### config.mk
export PLATFORM = sky130hd
export DESIGN_NAME = pheap_level_ctrl
export DESIGN_NICKNAME = d
export VERILOG_FILES = /design/src/rtl/pheap_level_ctrl.sv
export SDC_FILE = /design/constraint.sdc
export NUM_CORES = 1
export LEC_CHECK = 0
export CORE_MARGIN = 4
export CORE_UTILIZATION = 25
export CTS_BUF_LIST = sky130_fd_sc_hd__clkbuf_8 sky130_fd_sc_hd__clkbuf_16
export CTS_CLUSTER_DIAMETER = 30
export CTS_CLUSTER_SIZE = 40
export DETAILED_ROUTE_END_ITERATION = 12
export PLACE_DENSITY = 0.48
export SLEW_MARGIN = 20
export SYNTH_ARGS = -nofsm -noshare
export SYNTH_HDL_FRONTEND = slang
export SYNTH_SLANG_ARGS = --single-unit
### constraint.sdc
create_clock -name clk -period 3.7 [get_ports clk]
set_clock_uncertainty 0.05 [all_clocks]
set_input_delay 0.555 -clock clk [delete_from_list [all_inputs] [get_ports clk]]
set_output_delay 0.555 -clock clk [all_outputs]
set_load 0.005 [all_outputs]
### src/rtl/pheap_level_ctrl.sv
// One level of a pipelined binary heap: reads a node, decides keep/forward/drop, and talks to the level below.
// Optional: define PHEAP_FASTREAD_EN to issue the node read in the transfer cycle and skip READ.
module pheap_level_ctrl #(
    parameter int  LEVELS     = 4,
    parameter int  ADDR_W     = 1,
    parameter int  LAST_LEVEL = 0,
    localparam int ENTRY_W    = 33 + LEVELS
) (
    input  logic               clk,
    input  logic               rst_n,
    input  logic               up_valid,
    output logic               up_ready,
    input  logic               up_op,
    input  logic [ADDR_W-1:0]  up_addr,
    input  logic [31:0]        up_value,
    output logic               pop_valid,
    output logic [31:0]        pop_value,
    output logic               pop_empty,
    output logic [ADDR_W-1:0]  mem_raddr,
    input  logic [ENTRY_W-1:0] mem_rdata,
    output logic               mem_wen,
    output logic [ADDR_W-1:0]  mem_wraddr,
    output logic [ENTRY_W-1:0] mem_wdata,
    output logic               dn_valid,
    input  logic               dn_ready,
    output logic               dn_op,
    output logic [ADDR_W:0]    dn_addr,
    output logic [31:0]        dn_value,
    input  logic               dn_ret_valid,
    input  logic [31:0]        dn_ret_value,
    input  logic               dn_ret_empty,
    output logic               full_err
);

    typedef struct packed {
        logic [31:0]       value;
        logic [LEVELS-1:0] cap;
        logic              active;
    } entry_t;

    typedef enum logic [2:0] {IDLE, READ, EVAL, FWD, WAIT_RET} state_t;

    localparam bit HAS_DN = (LAST_LEVEL == 0);

    state_t state, next_state;

    logic              op_q;
    logic [ADDR_W-1:0] addr_q;
    logic [31:0]       value_q;
    logic [LEVELS-1:0] cap_q;
    logic              dn_op_q;
    logic [ADDR_W:0]   dn_addr_q;
    logic [31:0]       dn_value_q;

    entry_t            e, wr;
    logic              keep_in, dn_load;
    logic [31:0]       lo, hi;
    logic [LEVELS-1:0] cap_inc;
    logic [ADDR_W:0]   dn_addr_n;
    logic [31:0]       dn_value_n;

    assign e       = mem_rdata;
    // Ties keep the incoming value in the node and push the resident one down.
    assign keep_in = (value_q <= e.value);
    assign lo      = keep_in ? value_q : e.value;
    assign hi      = keep_in ? e.value : value_q;
    assign cap_inc = (&cap_q) ? cap_q : cap_q + LEVELS'(1);

    assign dn_addr_n  = op_q ? {addr_q, 1'b0} : {addr_q, e.cap[0]};
    assign dn_value_n = op_q ? 32'd0 : hi;

`ifdef PHEAP_FASTREAD_EN
    assign mem_raddr = (rst_n && state == IDLE && up_valid) ? up_addr : '0;
`else
    assign mem_raddr = (state == READ) ? addr_q : '0;
`endif

    assign mem_wdata  = wr;
    assign mem_wraddr = mem_wen ? addr_q : '0;

    always_ff @(posedge clk or negedge rst_n) begin
        if (!rst_n) state <= IDLE;
        else        state <= next_state;
    end

    always_comb begin
        next_state = state;
        up_ready   = 1'b0;
        pop_valid  = 1'b0;
        pop_value  = '0;
        pop_empty  = 1'b0;
        mem_wen    = 1'b0;
        wr         = '0;
        full_err   = 1'b0;
        dn_valid   = 1'b0;
        dn_op      = 1'b0;
        dn_addr    = '0;
        dn_value   = '0;
        dn_load    = 1'b0;
        case (state)
            IDLE: begin
                up_ready = 1'b1;
                if (up_valid) begin
`ifdef PHEAP_FASTREAD_EN
                    next_state = EVAL;
`else
                    next_state = READ;
`endif
                end
            end
            READ: next_state = EVAL;
            EVAL: begin
                next_state = IDLE;
                if (!op_q) begin
                    if (!e.active) begin
                        mem_wen = 1'b1;
                        wr      = '{value: value_q, cap: e.cap, active: 1'b1};
                    end else if (e.cap != '0 && HAS_DN) begin
                        mem_wen    = 1'b1;
                        wr         = '{value: lo, cap: e.cap - LEVELS'(1), active: 1'b1};
                        dn_load    = 1'b1;
                        next_state = FWD;
                    end else begin
                        full_err = 1'b1;
                    end
                end else begin
                    pop_valid = 1'b1;
                    if (!e.active) begin
                        pop_empty = 1'b1;
                    end else begin
                        pop_value = e.value;
                        if (HAS_DN) begin
                            dn_load    = 1'b1;
                            next_state = FWD;
                        end else begin
                            mem_wen = 1'b1;
                            wr      = '{value: 32'd0, cap: e.cap, active: 1'b0};
                        end
                    end
                end
            end
            FWD: begin
                dn_valid = 1'b1;
                dn_op    = dn_op_q;
                dn_addr  = dn_addr_q;
                dn_value = dn_value_q;
                if (dn_ready) next_state = op_q ? WAIT_RET : IDLE;
            end
            WAIT_RET: begin
                if (dn_ret_valid) begin
                    mem_wen    = 1'b1;
                    wr         = dn_ret_empty ? '{value: 32'd0, cap: cap_inc, active: 1'b0}
                                              : '{value: dn_ret_value, cap: cap_inc, active: 1'b1};
                    next_state = IDLE;
                end
            end
            default: next_state = IDLE;
        endcase
    end

    always_ff @(posedge clk or negedge rst_n) begin
        if (!rst_n) begin
            op_q       <= 1'b0;
            addr_q     <= '0;
            value_q    <= '0;
            cap_q      <= '0;
            dn_op_q    <= 1'b0;
            dn_addr_q  <= '0;
            dn_value_q <= '0;
        end else begin
            if (state == IDLE && up_valid) begin
                op_q    <= up_op;
                addr_q  <= up_addr;
                value_q <= up_value;
            end
            // Capacity is needed again when the pop replacement returns.
            if (state == EVAL) cap_q <= e.cap;
            if (dn_load) begin
                dn_op_q    <= op_q;
                dn_addr_q  <= dn_addr_n;
                dn_value_q <= dn_value_n;
            end
        end
    end

endmodule
==> summary.txt <==
Placed design
  – Placed cells: 1175
  – Gp weighted congestion: 0.753
  – Port Buffers: 220
  – Dpl hpwl: 16.2 mm
  – Dpl ws: -602 ps

Setup path
  – WP buf/inv: 5
  – Largest stage delay, worst path: 490 ps
  – Required @ worst endpoint: 3090 ps
  – CP max-delay cell: clkdlybuf4s50_1
  – CP top delay family: buffers and inverters
  – Crit-path max FO: 5
  – Crit. End Element: primary output
  – Critical Path AT: 3010 ps
  – CP Class: in -> out
  – Crit-path cells: clkdlybuf4s50_1 -> inv_2 -> ha_1 -> nand4_1 -> nor2_1 -> a221o_1 -> buf_6 -> o31ai_4 -> a21oi_4 -> buf_12 -> o221ai_2 -> dlygate4sd2_1
  – CP startpoint kind: input port

STA
  – Final Worst Setup Slack: 89.8 ps
  – Slew Limit Fails: 0
  – Setup Viol. Count Final: 0
  – Final Hold Fails: 0
  – Min cycle time layout: 3610 ps
  – Max Fclk: 277 MHz
  – Period Utilization, post-route: 97.6%
  – RSZ-0062 raised after global routing: no
  – Worst-Margin Slew: 941 ps
  – Setup TNS: 0 ps
  – Rel. slew slack: 37.2%

Yosys
  – Post-synth top cells: nand2_1, dfrtp_1, and2_1, inv_1, nor2_1
  – Syn_nets: 783
  – Count leader, synth: nand2_1
  – Sequential area share after synthesis: 33.4%
  – Number of warnings issued by yosys: 0
  – Cell taking the most area after synthesis: dfrtp_1
  – Avg Synthesized Cell Area: 8.88 sq um
  – Flops & latches, synth: 76
  – Post-Syn Area: 5690 sq um
  – Share of the synthesized area in the top cell type: 33.4%
  – Top FF cell, synth: dfrtp_1
  – Async SR Flop Fraction: 100%
  – Unique masters post-synth: 52
  – Number of synthesized flops with an enable pin: 0
  – Synth Instances: 641
  – Ranking of synthesized cells by area: dfrtp_1, o221ai_2, and2_1

Die
  – Area of the die: 25300 sq um
  – Core area: 22100 sq um
  – Die height: 159 um
  – FP Rows: 54
  – Die width: 159 um
  – Top Ports: 221
  – Initial core utilization: 25.8%

Routing
  – DR iter-0 viols: 227
  – Total Wirelength: 22.5 mm
  – Wirelength per Cell: 18.6 um
  – Detailed-route via count: 5670
  – Routed Antenna Nets: 0
  – DRT Pass-1 Iters: 4
  – Via density per instance: 4.70
  – Drt drc: 0

Cells and area
  – Nets: 1062
  – Sequential cell area: 1900 sq um
  – Fillers: 2166
  – Core Util, Final: 43.1%
  – Synth-to-layout area growth: 67.2%
  – Layout cells sized above 1: 26.5%
  – Final non-filler cell total: 1206
  – Combined area of the multi-input logic cells: 3690 sq um

Clock tree
  – Clk sinks: 76
  – Hold Buf Count CTS: 0
  – Root buffer cell: clkbuf_16
  – CTS tree: yes
  – Worst-path clk slew: 60 ps
  – Max H-tree Level: 3
  – CTS Buf Count: 9
  – Clk_lat worst skew: 340 ps
  – CTS Buffer Depth: 2

Flow run
  – MaxCap Viol Count: 0

Power
  – Power Density: 602 nW/um^2
  – Max rail drop VDD: 241 uV
  – Leak: 4.12 nW

Global route
  – Pin count of the biggest net entering global routing: 69
  – Antenna violations before repair: 1
  – Grt ovf: 0
  – Vias in the first global route: 5905
  – Global-route wire length before repair: 35.4 mm
  – Total track usage: 17.5%

Worst hold path
  – Hold WC Path Type: in -> async

Outcome
  – Run status: finished, final reports clean
worst paths after layout:
check / end / startpoint / cells past startpoint / slack (ps)
worst min register to register: dn_value_q[0] / dn_value_q[0] / 1 / 440
min in group clk: dn_value_q[0] / dn_value_q[0] / 1 / 440
max in group asynchronous: dn_addr_q[0] / rst_n / 2 / 2610
worst min-delay path: cap_q[3] / rst_n / 1 / 290
worst max register to register: dn_value_q[29] / value_q[27] / 11 / 850
worst max-delay path: mem_wdata[5] / mem_rdata[13] / 12 / 90
layout by cell type, fill, tap and decap left out, drive strengths merged, types with 4 or more instances in the layout:
cell type	synthesis	final
clkdlybuf4s50	0	176
buf	24	125
nand2	89	89
dfrtp	76	76
and2	71	71
inv	64	66
nor2	43	43
o21ai	42	42
a221o	33	33
ha	33	33
o221ai	32	32
a211oi	32	32
a21oi	15	15
dlymetal6s2s	0	10
clkbuf	21	10
nand4	8	8
nand2b	7	7
nand3	6	6
o22ai	6	6
nor3	5	5
mux2	4	4
bufinv	0	4
sequential cells by signal (all words and copies together), names as in the netlist:
| signal | cells |
|---|---|
| addr_q | 1 |
| state | 3 |
| value_q | 32 |
| dn_op_q | 1 |
| dn_value_q | 32 |
| op_q | 1 |
| cap_q | 4 |
| dn_addr_q | 2 |
kinds of logic after synthesis:
kind of cell,Yosys count,share of synthesized area (%)
AOI/OAI and AO/OA,174,27.3
DFF,76,33.4
and+or+nand+nor,241,21.7
xor gates and xnor gates,2,0.308
muxes,6,1.14
adders and majority gates,33,7.25
buffers and inverters,109,8.95
layer usage:
layer,part of all wire (%),global-route usage (%),wire (um),vias to the layer above
met4,1.0,3.35,225,2
met3,5.1,3.78,1150,15
met5,0.036,0,8,-
met2,47,29.2,10500,141
li1,-,-,-,2855
met1,47,23.7,10600,2657
what timing repair did:
action | 4_1_cts | 5_1_grt
gates resized for setup | 167 | 41
buffers inserted | 12 | 3
gates cloned | 1 | 0
hold endpoints to repair | 0 | 0
pin swaps | 17 | 18
endpoints found under the setup margin | 32 | 32
cell type report:
| type | count | share of cell area [%] |
|---|---|---|
| timing repair buffer | 313 | 31.2 |
| multi-input combinational | 456 | 38.8 |
| tap | 280 | 3.68 |
| inverter | 64 | 2.52 |
| clock buffer | 10 | 2.51 |
| antenna | 1 | 0.0263 |
| clock inverter | 6 | 1.34 |
| sequential | 76 | 20.0 |
power breakdown:
group	switching, mW	internal, mW
Clock	0.365	0.742
Sequential	0.281	1.21
Combinational	1.61	1.53
Total	2.25	3.48
metrics by stage:
| step | power [mW] | hold WS, ps | instance area [sq um] |
|---|---|---|---|
| after global routing | 6.17 | 375 | 9520 |
| after floorplan | 3.00 | 209 | 5690 |
| after CTS | 5.67 | 346 | 9330 |
| final | 5.73 | 294 | 9520 |
| after detailed placement | 4.36 | 430 | 8710 |
| after global placement | 4.37 | 421 | 8710 |
Power figures use the tool's default switching activity.
